`src/rtl/i2s_audio_tx.sv`:
```
// I2S transmitter: latches a stereo PCM pair, serialises it MSB-first with the
// one-bit I2S delay, and issues a per-frame sample request / underrun flag.
module i2s_audio_tx #(
  parameter int SAMPLE_WIDTH = 16,
  parameter int SLOT_BITS    = 32,
  parameter int MCLK_DIV     = 4
) (
  input  logic                    clk,
  input  logic                    reset,
  input  logic [SAMPLE_WIDTH-1:0] sample_l,
  input  logic [SAMPLE_WIDTH-1:0] sample_r,
  input  logic                    sample_valid,
  input  logic                    mute,
  output logic                    bclk,
  output logic                    lrck,
  output logic                    dac,
  output logic                    sample_req,
  output logic                    underrun
);

  localparam int FRAME = 2 * SLOT_BITS;
  localparam int DW    = (MCLK_DIV > 2) ? $clog2(MCLK_DIV) : 1;
  localparam int PW    = $clog2(FRAME);
  localparam int PAD   = SLOT_BITS - 1 - SAMPLE_WIDTH;

  localparam logic [DW-1:0] DIV_LAST  = DW'(MCLK_DIV - 1);
  localparam logic [DW-1:0] DIV_HALF  = DW'(MCLK_DIV / 2);
  localparam logic [PW-1:0] POS_LAST  = PW'(FRAME - 1);
  localparam logic [PW-1:0] POS_RIGHT = PW'(SLOT_BITS);

  logic [DW-1:0]           r_div;
  logic [PW-1:0]           r_pos;
  logic [SAMPLE_WIDTH-1:0] r_hold_l, r_hold_r;
  logic [FRAME-1:0]        r_shift;
  logic                    r_fresh;
  logic                    r_bclk, r_lrck, r_dac, r_req, r_ur;

  logic                    w_div_wrap, w_pos_wrap, w_load;
  logic [DW-1:0]           w_div_nxt;
  logic [PW-1:0]           w_pos_nxt;
  logic [SLOT_BITS-1:0]    w_slot_l, w_slot_r;
  logic [FRAME-1:0]        w_frame;

  assign w_div_wrap = (r_div == DIV_LAST);
  assign w_pos_wrap = (r_pos == POS_LAST);
  assign w_load     = w_div_wrap && w_pos_wrap;

  assign w_div_nxt = w_div_wrap ? '0 : r_div + 1'b1;
  assign w_pos_nxt = !w_div_wrap ? r_pos : (w_pos_wrap ? '0 : r_pos + 1'b1);

  // Slot MSB stays 0 for the one-bit delay; sample sits MSB-justified below it.
  assign w_slot_l = SLOT_BITS'(r_hold_l) << PAD;
  assign w_slot_r = SLOT_BITS'(r_hold_r) << PAD;
  assign w_frame  = mute ? '0 : {w_slot_l, w_slot_r};

  always_ff @(posedge clk or posedge reset) begin
    if (reset) begin
      r_div    <= '0;
      r_pos    <= '0;
      r_hold_l <= '0;
      r_hold_r <= '0;
      r_shift  <= '0;
      r_fresh  <= 1'b0;
      r_bclk   <= 1'b0;
      r_lrck   <= 1'b0;
      r_dac    <= 1'b0;
      r_req    <= 1'b0;
      r_ur     <= 1'b0;
    end else begin
      r_div  <= w_div_nxt;
      r_pos  <= w_pos_nxt;
      r_bclk <= (w_div_nxt >= DIV_HALF);
      r_lrck <= (w_pos_nxt >= POS_RIGHT);
      r_req  <= w_load;
      r_ur   <= w_load && !r_fresh;

      if (sample_valid) begin
        r_hold_l <= sample_l;
        r_hold_r <= sample_r;
      end

      // A strobe on the load cycle wins over the clear, so its data stays fresh.
      if (sample_valid)
        r_fresh <= 1'b1;
      else if (w_load)
        r_fresh <= 1'b0;

      // dac only moves on bclk fall (div wrap), so the DAC sees stable data on rise.
      if (w_load) begin
        r_shift <= w_frame;
        r_dac   <= w_frame[FRAME-1];
      end else if (w_div_wrap) begin
        r_shift <= r_shift << 1;
        r_dac   <= r_shift[FRAME-2];
      end
    end
  end

  assign bclk       = r_bclk;
  assign lrck       = r_lrck;
  assign dac        = r_dac;
  assign sample_req = r_req;
  assign underrun   = r_ur;

endmodule

```
`config.mk`:
```
export PLATFORM = sky130hd
export DESIGN_NAME = i2s_audio_tx
export DESIGN_NICKNAME = d
export VERILOG_FILES = /design/src/rtl/i2s_audio_tx.sv
export SDC_FILE = /design/constraint.sdc
export NUM_CORES = 1
export LEC_CHECK = 0
export CORE_MARGIN = 8
export CORE_UTILIZATION = 55
export DETAILED_ROUTE_END_ITERATION = 8
export PLACE_DENSITY_LB_ADDON = 0.25
export SKIP_LAST_GASP = 1
export SLEW_MARGIN = 20
export SYNTH_ARGS = -nofsm -noshare
export SYNTH_HDL_FRONTEND = slang
export SYNTH_SLANG_ARGS = --single-unit
```
`constraint.sdc`:
```
create_clock -name clk -period 4.2 [get_ports clk]
set_clock_uncertainty 0.1 [all_clocks]
set_input_delay 0.84 -clock clk [delete_from_list [all_inputs] [get_ports clk]]
set_output_delay 0.84 -clock clk [all_outputs]
set_load 0.005 [all_outputs]
```
==> flow_results.org, run 1 <==
** Outcome
- The flow ran to the end, and the final reports show no timing, DRC or antenna violations.

** Yosys
- After Yosys synthesis, full adders, half adders and majority gates account for 0.922% of the synthesized area.
- For this run, the number of Yosys warnings is 0.
- Count of state elements after synthesis :: 93
- Post-synthesis xor/xnor area fraction :: 0.860%
- Dominant combinational cell family by area after synthesis :: simple AND/OR/NAND/NOR gates
- In this run, synthesis inferred 0 flip-flops with an integrated enable.
- Async SR Flop Fraction :: 100%
- Nets in the synthesized netlist :: 404
- Cell area after synthesis :: 4070 um2
- Commonest register cell after synthesis :: sky130_fd_sc_hd__dfrtp_1
- The synthesized netlist devotes 12.1% of its cell area to compound gates.
- Mux cell area share after synthesis :: 9.13%
- Seq/Total Area, Yosys :: 57.2%
- Per-instance average area after synthesis :: 11.2 um2
- Netlist cell types :: 28
- Number of instances in the synthesized netlist :: 365
- Summing the areas of all and, or, nand and nor instances in the mapped netlist gives 13.1% of the synthesized area.

** Placement
- Detailed placer's ending HPWL :: 4900 um
- IO buf count :: 40
- At the end of routability-driven placement, the weighted congestion stood at 0.720.

** Worst setup path
- Along the worst path, the maximum fanout reaches 32.
- Worst EP required :: 4320 ps
- Walking the worst path, the cells encountered are ha_1 > nand2_1 > or2_1 > inv_2 > o22ai_1.
- Worst reg2reg path startpoint :: r_pos[0]
- Total number of cells along the worst setup path :: 5
- Setup Crit Path Kind :: reg -> reg
- On the critical path, the stage with the largest delay is an instance of sky130_fd_sc_hd__nand2_1.
- Counting cells, the worst reg-to-reg path comes to 5.
- CP top delay family :: simple AND/OR/NAND/NOR gates
- Launch point of the worst path :: r_pos[0]
- Critical Path Source Type :: flop
- Counting both buffers and inverters, the worst setup path holds a total of 1.
- Arrival time of data at the critical path endpoint :: 2610 ps
- In this design, the stage delay of the slowest critical-path cell is 590 ps.
- STA classifies the critical path endpoint as a flop.

** Pwr
- Part of the total power dissipated in combinational logic :: 5.9%
- Static leakage :: 1.89 nW
- Net switching power :: 0.356 mW
- Clock share of power :: 37.3%
- P per Cell Area :: 358 nW/um2
- The internal portion of the total power is 1.31 mW.
- The worst-case IR drop observed on VDD is 0.177 mV.
- Sequential cells account for 56.7% of the total power.
- In this run switching power makes up 21.4% of total power.

** Global route
- Largest net degree at the start of global routing :: 56
- The first global-routing pass estimated 13,200 um of wire.
- Number of antenna violations at the first check in global routing :: 0
- Global routing finished with a remaining overflow of 0.
- Across every metal layer, demand over resource in global routing totals 15.9%.
- Number of global-route vias before repair :: 2,764

** CTS
- Hold buffer count at cts :: 0
- Maximum level of the CTS H-tree :: 3
- Maximum buffer depth of the clock tree :: 2
- The cell sitting at the root of the clock tree is a sky130_fd_sc_hd__clkbuf_8.
- Clock-pin slew was measured on the worst setup and hold paths at 80 ps.
- Clock tree from TritonCTS :: done
- CTS-repair resized insts :: 0
- CTS buffer count :: 9
- In this run the post-CTS setup repair buffer count came out at 0.
- Clock network latency to the later pin of the worst-skew pair :: 360 ps
- # clock sinks :: 93

** STA
- RSZ-0062 raised after global routing :: no
- Timing would allow up to 0.401 GHz.
- Post-route worst hold slack :: 365 ps
- Final count of hold timing violations :: 0
- The final number of max-transition violations came to 0.
- Setup violations remaining at the end of the flow were counted as 0.
- Final total negative setup slack :: 0 ps
- For the pin with the worst max-slew slack, the measured transition is 1050 ps.
- The final critical path takes up 59.4% of the cycle.
- In this run the tightest slew margin relative to its limit is 29.9%.
- After layout, the minimum clock period comes to 2490 ps.

** Floorplan
- Die outline area :: 10,400 um2
- The floorplan step set the die height to 102 um.
- For this design the top-level I/O count stands at 41.
- Initial core utilization :: 56.4%
- Standard-cell rows :: 31
- Die boundary width :: 102 um
- Area inside the core boundary :: 7210 um2

** Cells and area
- The area growth from synthesis to layout is 14.0%.
- In the final layout, the share of cells above drive strength 1 is 14.6%.
- The net count of the finished layout is 425.
- Ant. Diodes :: 0
- Fill cell instance count of the final layout :: 603
- In the layout the commonest cells are sky130_fd_sc_hd__dfrtp_1 (93), sky130_fd_sc_hd__clkdlybuf4s50_1 (40), sky130_fd_sc_hd__nor2_1 (35).
- Leaving out fill and tap cells, the most frequent cell in the layout is sky130_fd_sc_hd__dfrtp_1.

** Drt
- Total number of vias :: 2,762
- Number of routed nets with antenna violations :: 0
- Average wire per cell in the routed design :: 16.1 um
- Vias/cell :: 5.65
- Iteration-0 DRC count of the detailed router :: 132
- The first detailed-routing pass ran for 4 iterations.
- After detailed routing, the total wire length is 7850 um.
- In the routed design, unresolved DRC markers number 0.

** Hold path
- Worst hold path class :: reg -> reg
- Worst Hold Depth :: 1
- The worst hold path begins at r_fresh.

** Run
- Number of max-cap violations :: 0
[area by class of cell]
type                    count  area, um2  area share, %
well taps                  99        124           2.67
clock inverters             3       43.8          0.943
flip-flops and latches     93       2330           50.1
multi-input cells         218       1480           31.8
clock buffers              12        165           3.56
repair buffers             44        430           9.27
inverters                  20       76.3           1.64
[per-stage QoR]
step | setup slack [ps] | util [%] | cell area, um2 | std cells | power [mW]
after global routing | 1520 | 64.3 | 4640 | 489 | 1.72
after detailed placement | 1620 | 61.4 | 4430 | 474 | 1.06
after global placement | 1660 | 61.4 | 4430 | 474 | 1.06
after floorplan | 840 | - | 4070 | 365 | 1.01
after CTS | 1710 | 64.3 | 4640 | 489 | 1.68
final | 1710 | 64.3 | 4640 | 489 | 1.66
[path summary, 6_finish.rpt]
path                           endpoint  slack [ps]
max                         r_shift[42]        1710
min                            underrun         370
max reg2reg                 r_shift[42]        1710
min reg2reg                    underrun         370
max in group asynchronous   r_shift[18]        2480
min in group asynchronous  r_hold_r[15]         710
[synth_stat cells (all sizes together), types with 2 or more instances]
cell type | n | area [um2]
xnor2 | 2 | 17.5
clkbuf | 19 | 71.3
a31oi | 31 | 194
buf | 15 | 126
o31ai | 2 | 15.0
nand2 | 20 | 75.1
o22ai | 18 | 113
nand4b | 28 | 245
o21ai | 32 | 160
nor2 | 35 | 131
dfrtp | 93 | 2330
xor2 | 2 | 17.5
inv | 20 | 75.1
nand4 | 5 | 46.3
mux2 | 33 | 372
ha | 3 | 37.5
[power by group through the flow]
stage	combinational (mW)	sequential, mW	clock [mW]
2_1_floorplan	0.0570	0.954	0
3_3_place_gp	0.0983	0.961	0
3_5_place_dp	0.101	0.962	0
4_1_cts	0.101	0.944	0.633
5_1_grt	0.110	0.948	0.667
6_report	0.0987	0.944	0.621
[cells by family (layout without fill, tap and decap cells)]
group,count (synthesis),after routing
adders and majority gates,3,3
xor gates and xnor gates,4,4
buffers and inverters,54,79
DFF,93,93
and+or+nand+nor,93,93
muxes,33,33
AOI/OAI and AO/OA,85,85
[metal layers]
metal | routed length, um | global-route usage [%] | part of all wire, %
met2 | 3690 | 24.7 | 47
met4 | 178 | 7.34 | 2.3
met1 | 3710 | 21.2 | 47
met3 | 276 | 2.79 | 3.5
met5 | 0 | 0 | 0
[flip-flops by register name (all words and copies together) (netlist names), 6 cells and up]
| signal | cells |
|---|---|
| r_hold_l | 16 |
| r_hold_r | 16 |
| r_pos | 6 |
| r_shift | 48 |
(Power assumes the default switching activity.)
==> inputs of run 2 (changes only) <==
Settings changed: CORE_UTILIZATION 55 to 51.
Clock period 4.2 ns to 2.1 ns, I/O delays scaled along.
==> run 2 against run 1 <==
Against the previous run: cell area grew 2.0%; utilization is 3.0 points lower; combinational power is 110% higher; clock power up 76%; first-iteration DRC count increased by 19%; sequential power rose by 99%; register-to-register slack got worse by 1400 ps; critical path type unchanged; largest power group unchanged; highest routed layer unchanged.
==> flow_results.org, run 2 (same netlist as run 1, synthesis figures left out) <==
** Global route
- The overall routing resource usage came to 14.6% (-1.3 points).
- Largest net degree at the start of global routing :: 91 (+63%)
- Number of global-route vias before repair :: 2,820 (+2.0%)
- The number of antenna violations at the first check in global routing came to 0 (unchanged).
- Global-route wire length before repair :: 13,400 um (+1.8%)
- Total congestion overflow after global routing :: 0 (unchanged)

** Worst setup path
- RR Endpoint :: r_shift[42]
- Walking the worst path, the cells encountered are ha_1 > nand4_4 > or2_1 > inv_2 > o22ai_1.
- Max stage delay on crit path :: 380 ps (-210 ps)
- Total number of cells along the worst setup path :: 5 (unchanged)
- The data arrival time at the worst-slack endpoint was 1930 ps (-680 ps).
- CP max-delay cell :: sky130_fd_sc_hd__dfrtp_1
- The number of buffer and inverter stages on the critical path is 1 (unchanged).
- Worst EP required :: 2210 ps (-2110 ps)
- STA classifies the critical path endpoint as a flop.
- Critical path fanouts, max :: 20 (-38%)
- Setup Crit Path Kind :: reg -> reg
- The worst setup path is launched from a flop.
- Worst reg2reg path startpoint :: bclk
- The register-to-register setup slack came to 280 ps (-1420 ps).
- R2R depth :: 5 (unchanged)
- Critical path destination :: r_shift[42]
- CP top delay family :: simple AND/OR/NAND/NOR gates
- The critical path starts at bclk.

** CTS
- Clock transition at the registers of the reported paths :: 80 ps (about the same)
- The count of H-tree levels built during CTS is 3 (unchanged).
- Maximum buffer depth of the clock tree :: 2 (unchanged)
- Clock tree from TritonCTS :: done
- Number of setup buffers added after CTS :: 0 (unchanged)
- CTS Root Cell :: sky130_fd_sc_hd__clkbuf_8
- CTS-repair resized insts :: 0 (unchanged)
- The TritonCTS buffer count is 9 (unchanged).
- The TritonCTS sink count came to 93 (unchanged).
- The post-cts hold buffer count is 0 (unchanged).
- Clock network latency to the later pin of the worst-skew pair :: 340 ps (-20 ps)

** Pwr
- The sequential fraction of design power is 59.2% (+2.5 points).
- P per Cell Area :: 671 nW/um2 (+87%)
- The reported leakage power came to 1.91 nW (+1.3%).
- The combinational power share was 6.6% (+0.7 points).
- Clock share of power :: 34.2% (-3.1 points)
- Design internal power :: 2.48 mW (+90%)
- The net switching power was 0.702 mW (+97%).
- Fraction of power spent switching nets :: 22.1% (+0.69 points)
- The worst voltage drop across the vdd grid was 0.344 mV (+95%).

** Placement
- The post-detailed-placement cell area is 4560 um2 (+2.9%).
- Post-Place Worst Slack :: 289 ps (-1330 ps)
- The weighted congestion at the end of routability-driven global placement was 0.781 (+8.4%).
- The count of input and output buffers was 40 (unchanged).
- Detailed placer's ending HPWL :: 5010 um (+2.2%)

** Floorplan
- The number of placed I/O pins is 41 (unchanged).
- The initial cell density of the core is 52.7% (-3.7 points).
- Die H :: 105 um (+3.2%)
- Area inside the core boundary :: 7730 um2 (+7.1%)
- Die boundary width :: 105 um (+3.2%)
- Die outline area :: 11,100 um2 (+6.6%)
- Standard-cell rows :: 32 (+3.2%)

** Cells and area
- The area of all sequential standard cells came to 2330 um2 (unchanged).
- The post-route standard cell area excluding fillers was 4740 um2 (+2.0%).
- Area of combinational cells with multiple inputs :: 1470 um2 (about the same)
- Ant. Diodes :: 0 (unchanged)
- Ratio of cells with drive above 1 in the final layout :: 15.4% (+0.75 points)
- Relative to the synthesized area, the layout overhead comes to 16.3%.
- Most frequent cells in the layout :: sky130_fd_sc_hd__dfrtp_1 (93), sky130_fd_sc_hd__clkdlybuf4s50_1 (40), sky130_fd_sc_hd__nor2_1 (35)
- End-of-flow core utilization :: 61.3% (-3.0 points)
- Max reg flops :: 48 (unchanged)
- Most common library cell in the layout ignoring fill and taps :: sky130_fd_sc_hd__dfrtp_1
- Nets :: 431 (+1.4%)
- More flip-flops sit in one register than any other, and that register is r_shift.
- Fill cell instance count of the final layout :: 610 (+1.2%)
- The largest registers in the layout are r_shift: 48 flops, r_hold_l: 16 flops, r_hold_r: 16 flops.

** STA
- Final total negative setup slack :: 0 ps (unchanged)
- Min Clock Period, post-route :: 1820 ps (-676 ps)
- The final setup violation count is 0 (unchanged).
- Fraction of the cycle the final worst path needs :: 86.6% (+27 points)
- RSZ-0062 raised after global routing :: no
- The final number of max-transition violations is 0 (unchanged).
- The final number of hold-violating endpoints was 0 (unchanged).
- Post-route worst hold slack :: 338 ps (-27.1 ps)
- The achievable clock frequency was 0.550 GHz (+37%).
- The final critical-path setup slack is 282 ps (-1420 ps).
- The measured slew at the worst slew-check pin was 517 ps (-535 ps).
- Worst slew margin :: 65.5% (+36 points)

** Drt
- Length of the first detailed-routing pass in iterations :: 4 (unchanged)
- Total number of vias :: 2,779 (+0.62%)
- The average via count per standard cell came to 5.57 (-1.4%).
- Number of routed nets with antenna violations :: 0 (unchanged)
- The violation count after the first detailed-routing iteration was 157 (+19%).
- The final wirelength came to 7690 um (-2.1%).
- The wire length per cell came to 15.4 um (-4.1%).
- The number of design rule violations left after detail routing came to 0 (unchanged).

** Hold path
- Worst hold path class :: reg -> reg
- The worst hold path depth was 1 (unchanged).

** Outcome
- The flow ran to the end, and the final reports show no timing, DRC or antenna violations.

** Run
- Number of max-cap violations :: 0 (unchanged)
run 2: cell count changes in the layout (fill, tap and decap cells not counted), sizes merged:
| cell | previous run | this run |
|---|---|---|
| buf | 4 | 10 |
| clkinvlp | 0 | 3 |
| clkinv | 3 | 1 |
| bufinv | 1 | 0 |
| clkbuf | 12 | 13 |
run 2: worst register-to-register path: stages (launching register included):
cell and delay, ps:
sky130_fd_sc_hd__dfrtp_1 380, sky130_fd_sc_hd__ha_1 350, sky130_fd_sc_hd__nand4_4 130, sky130_fd_sc_hd__or2_1 300
sky130_fd_sc_hd__inv_2 280, sky130_fd_sc_hd__o22ai_1 150
run 2: worst min path at each step:
stage	from	end	slack (ps)
floorplan	r_fresh	underrun	300
global placement	r_fresh	underrun	320
detailed placement	r_fresh	underrun	330
CTS	r_fresh	underrun	340
global route	r_fresh	underrun	360
finish	r_fresh	underrun	340
run 2: power groups by stage:
stage	clock network (mW)	registers (mW)	logic, mW
after floorplan	0	1.91	0.114
final	1.09	1.88	0.210
after CTS	1.11	1.88	0.216
after global placement	0	1.92	0.210
after detailed placement	0	1.92	0.217
after global routing	1.18	1.89	0.232
run 2: cell type report:
cell class	instances	share of cell area [%]
sequential	93	49.1
multi-input combinational	218	31.1
timing repair buffer	50	11.6
clock buffer	13	3.35
tap	102	2.69
inverter	20	1.66
clock inverter	3	0.423
run 2: layer usage:
metal | share of wire, % | vias to the layer above | track usage (%)
met5 | 0 | - | 0
met4 | 1.1 | 0 | 6.12
met3 | 4.2 | 9 | 2.92
met2 | 48 | 53 | 23.0
met1 | 47 | 1367 | 19.4
li1 | - | 1350 | -
run 2: per-stage QoR:
step / total power [mW] / instances
3_5_place_dp: 2.14 / 483
5_1_grt: 3.30 / 499
4_1_cts: 3.21 / 499
3_3_place_gp: 2.13 / 483
6_report: 3.18 / 499
2_1_floorplan: 2.02 / 365
==> inputs of run 3 (changes only) <==
Settings changed: CORE_ASPECT_RATIO from default to 0.75.
==> run 3 against run 2 <==
Against the previous run: sequential power hardly changed; power fell by 0.78%; non-clock buffer count rose by 2; via count increased by 2.1%; die area increased by 0.27%; global-route usage up 0.88 points; utilization is 0.70 points lower; clock power down 4%; highest routed layer unchanged.
==> flow_results.org, run 3 (same netlist as run 1, synthesis figures left out) <==
** Outcome
- The run finished with clean final reports.

** STA
- Final total negative setup slack :: 0 ps (unchanged)
- The final number of hold-violating endpoints came to 0 (unchanged).
- RSZ-0062 raised after global routing :: no
- The final setup violation count is 0 (unchanged).
- The final number of max-transition violations is 0 (unchanged).
- The relative slew slack came to 73.8% (+8.4 points).
- The final period demand of the worst path is 1800 ps (-14.3 ps).
- The measured slew at the worst slew-check pin was 392 ps (-124 ps).
- The ratio of final minimum period to clock period came to 85.9% (-0.68 points).
- Max frequency :: 0.554 GHz (+0.79%)

** CTS
- The number of buffers on the longest clock path came to 2 (unchanged).
- The CTS clock-pin slew for the worst setup and hold paths is 80 ps (about the same).
- The post-cts hold buffer count came to 0 (unchanged).
- Maximum level of the CTS H-tree :: 3 (unchanged)
- CTS Root Cell :: sky130_fd_sc_hd__clkbuf_8
- The TritonCTS buffer count is 9 (unchanged).
- CTS-repair resized insts :: 0 (unchanged)
- TritonCTS built the clock tree.
- The number of buffers added for setup after CTS was 0 (unchanged).
- # clock sinks :: 93 (unchanged)
- Clock network latency to the later pin of the worst-skew pair :: 350 ps (about the same)

** Cells and area
- The share of the core filled with cells in the final layout was 60.6% (-0.70 points).
- Most common library cell in the layout ignoring fill and taps :: sky130_fd_sc_hd__dfrtp_1
- Max reg flops :: 48 (unchanged)
- Ant. Diodes :: 0 (unchanged)
- Largest registers ranked by flip-flop count :: r_shift: 48 flops, r_hold_l: 16 flops, r_hold_r: 16 flops
- Leaving out fill and tap cells, the most frequent cells in the layout are sky130_fd_sc_hd__dfrtp_1 (93), sky130_fd_sc_hd__clkdlybuf4s50_1 (40), sky130_fd_sc_hd__nor2_1 (35).
- The fraction of final layout cells with drive strength greater than 1 was 15.5% (+0.17 points).
- The final net count came to 433 (+0.46%).
- Most flops, register :: r_shift
- Layout-stage area growth over the synthesis result :: 16.3% (about the same)

** Global route
- Number of global-route vias before repair :: 2,815 (-0.18%)
- Largest net degree at the start of global routing :: 99 (+8.8%)
- Total congestion overflow after global routing :: 0 (unchanged)
- The first-pass GRT wire length is 13,900 um (+3.8%).
- The number of antenna violations at the first check in global routing is 0 (unchanged).
- The overall routing resource usage was 15.5% (+0.88 points).

** Pwr
- P per Cell Area :: 666 nW/um2 (-0.73%)
- The worst voltage drop across the vdd grid is 0.473 mV (+37%).
- Static leakage :: 1.92 nW (+0.29%)

** Worst setup path
- Critical Path Source Type :: flop
- The depth of the most critical reg-to-reg path is 5 (unchanged).
- Critical path fanouts, max :: 20 (unchanged)
- Worst reg2reg path startpoint :: bclk
- The register-to-register setup slack came to 300 ps (about the same).
- The worst setup path is captured at a flop.
- The critical path in this run is classified as reg -> reg.
- Arrival time of data at the critical path endpoint :: 1930 ps (about the same)
- In this run the critical register-to-register path is captured at r_shift[36].
- The data required time of the critical path was 2230 ps (+20 ps).

** Drt
- The final wirelength is 7980 um (+3.9%).
- The violation count after the first detailed-routing iteration came to 241 (+54%).
- The via count came to 2,838 (+2.1%).
- Number of routed nets with antenna violations :: 0 (unchanged)
- Drt drc :: 0 (unchanged)
- The average via count per standard cell is 5.63 (+1.1%).
- The wire length per cell was 15.8 um (+2.8%).
- Length of the first detailed-routing pass in iterations :: 4 (unchanged)

** Run
- The total of max-cap violations was 0 (unchanged).

** Placement
- Detailed placer's ending HPWL :: 4990 um (-0.41%)
- The weighted congestion at the end of routability-driven global placement came to 0.747 (-4.4%).
- The count of input and output buffers was 40 (unchanged).

** Floorplan
- Area inside the core boundary :: 7810 um2 (+1.1%)
- Die outline area :: 11,100 um2 (+0.27%)
- The initial cell density of the core came to 52.1% (-0.57 points).
- The floorplan die width was 119 um (+13%).
- Standard-cell rows :: 28 (-13%)
- Number of top-level pins :: 41 (unchanged)
- Die H :: 93.4 um (-11%)

** Hold path
- Worst hold path class :: in -> async
-- run 3: cell count changes in the layout (fill, tap and decap cells not counted) --
cell                         before  now
sky130_fd_sc_hd__buf_12           6    5
sky130_fd_sc_hd__buf_4            4    7
sky130_fd_sc_hd__clkbuf_8        11   10
sky130_fd_sc_hd__clkinvlp_4       3    2
sky130_fd_sc_hd__clkbuf_1         2    3
sky130_fd_sc_hd__clkinv_4         0    1
-- run 3: worst max-delay path, stage by stage, from the launching register on --
cell and delay, ps:
sky130_fd_sc_hd__dfrtp_1 380, sky130_fd_sc_hd__ha_1 350, sky130_fd_sc_hd__nand4_4 130, sky130_fd_sc_hd__or2_1 290
sky130_fd_sc_hd__inv_2 290, sky130_fd_sc_hd__o22ai_1 140
-- run 3: cell type report --
class	instances	area [um2]
tap	105	131
multi-input combinational	218	1470
inverter	20	78.8
fill	624	3080
clock inverter	3	21.3
clock buffer	13	149
sequential	93	2330
timing repair buffer	52	553
-- run 3: where the power goes --
part	internal [mW]	switching (mW)	total, mW
Clock	0.465	0.589	1.05
Combinational	0.134	0.0803	0.214
Sequential	1.85	0.0362	1.89
-- run 3: how the worst max path moves through the flow --
stage	start	end	depth (start not counted)
after floorplan	reset	bclk	1
after global placement	bclk	r_shift[35]	5
after detailed placement	r_div[0]	r_shift[44]	5
after CTS	bclk	r_shift[44]	5
after global routing	r_div[0]	r_shift[45]	5
final	bclk	r_shift[36]	5
-- run 3: per-layer routing --
| metal | part of all wire (%) | wire length, um | vias to the layer above | track usage, % |
|---|---|---|---|---|
| met5 | 0 | 0 | - | 0 |
| met4 | 0.71 | 57 | 0 | 4.41 |
| met3 | 5.0 | 403 | 7 | 5.36 |
| met2 | 45 | 3590 | 63 | 22.9 |
| met1 | 49 | 3930 | 1417 | 21.3 |
| li1 | - | - | 1351 | - |
-- run 3: metrics by stage --
step	total power [mW]	instance area (um2)	std cells	setup WS (ps)	hold WS, ps
final	3.16	4730	504	296	281
after global placement	2.13	4560	488	364	323
after global routing	3.30	4730	504	138	283
after floorplan	2.02	4080	365	488	304
after CTS	3.21	4730	504	273	265
after detailed placement	2.14	4560	488	271	326
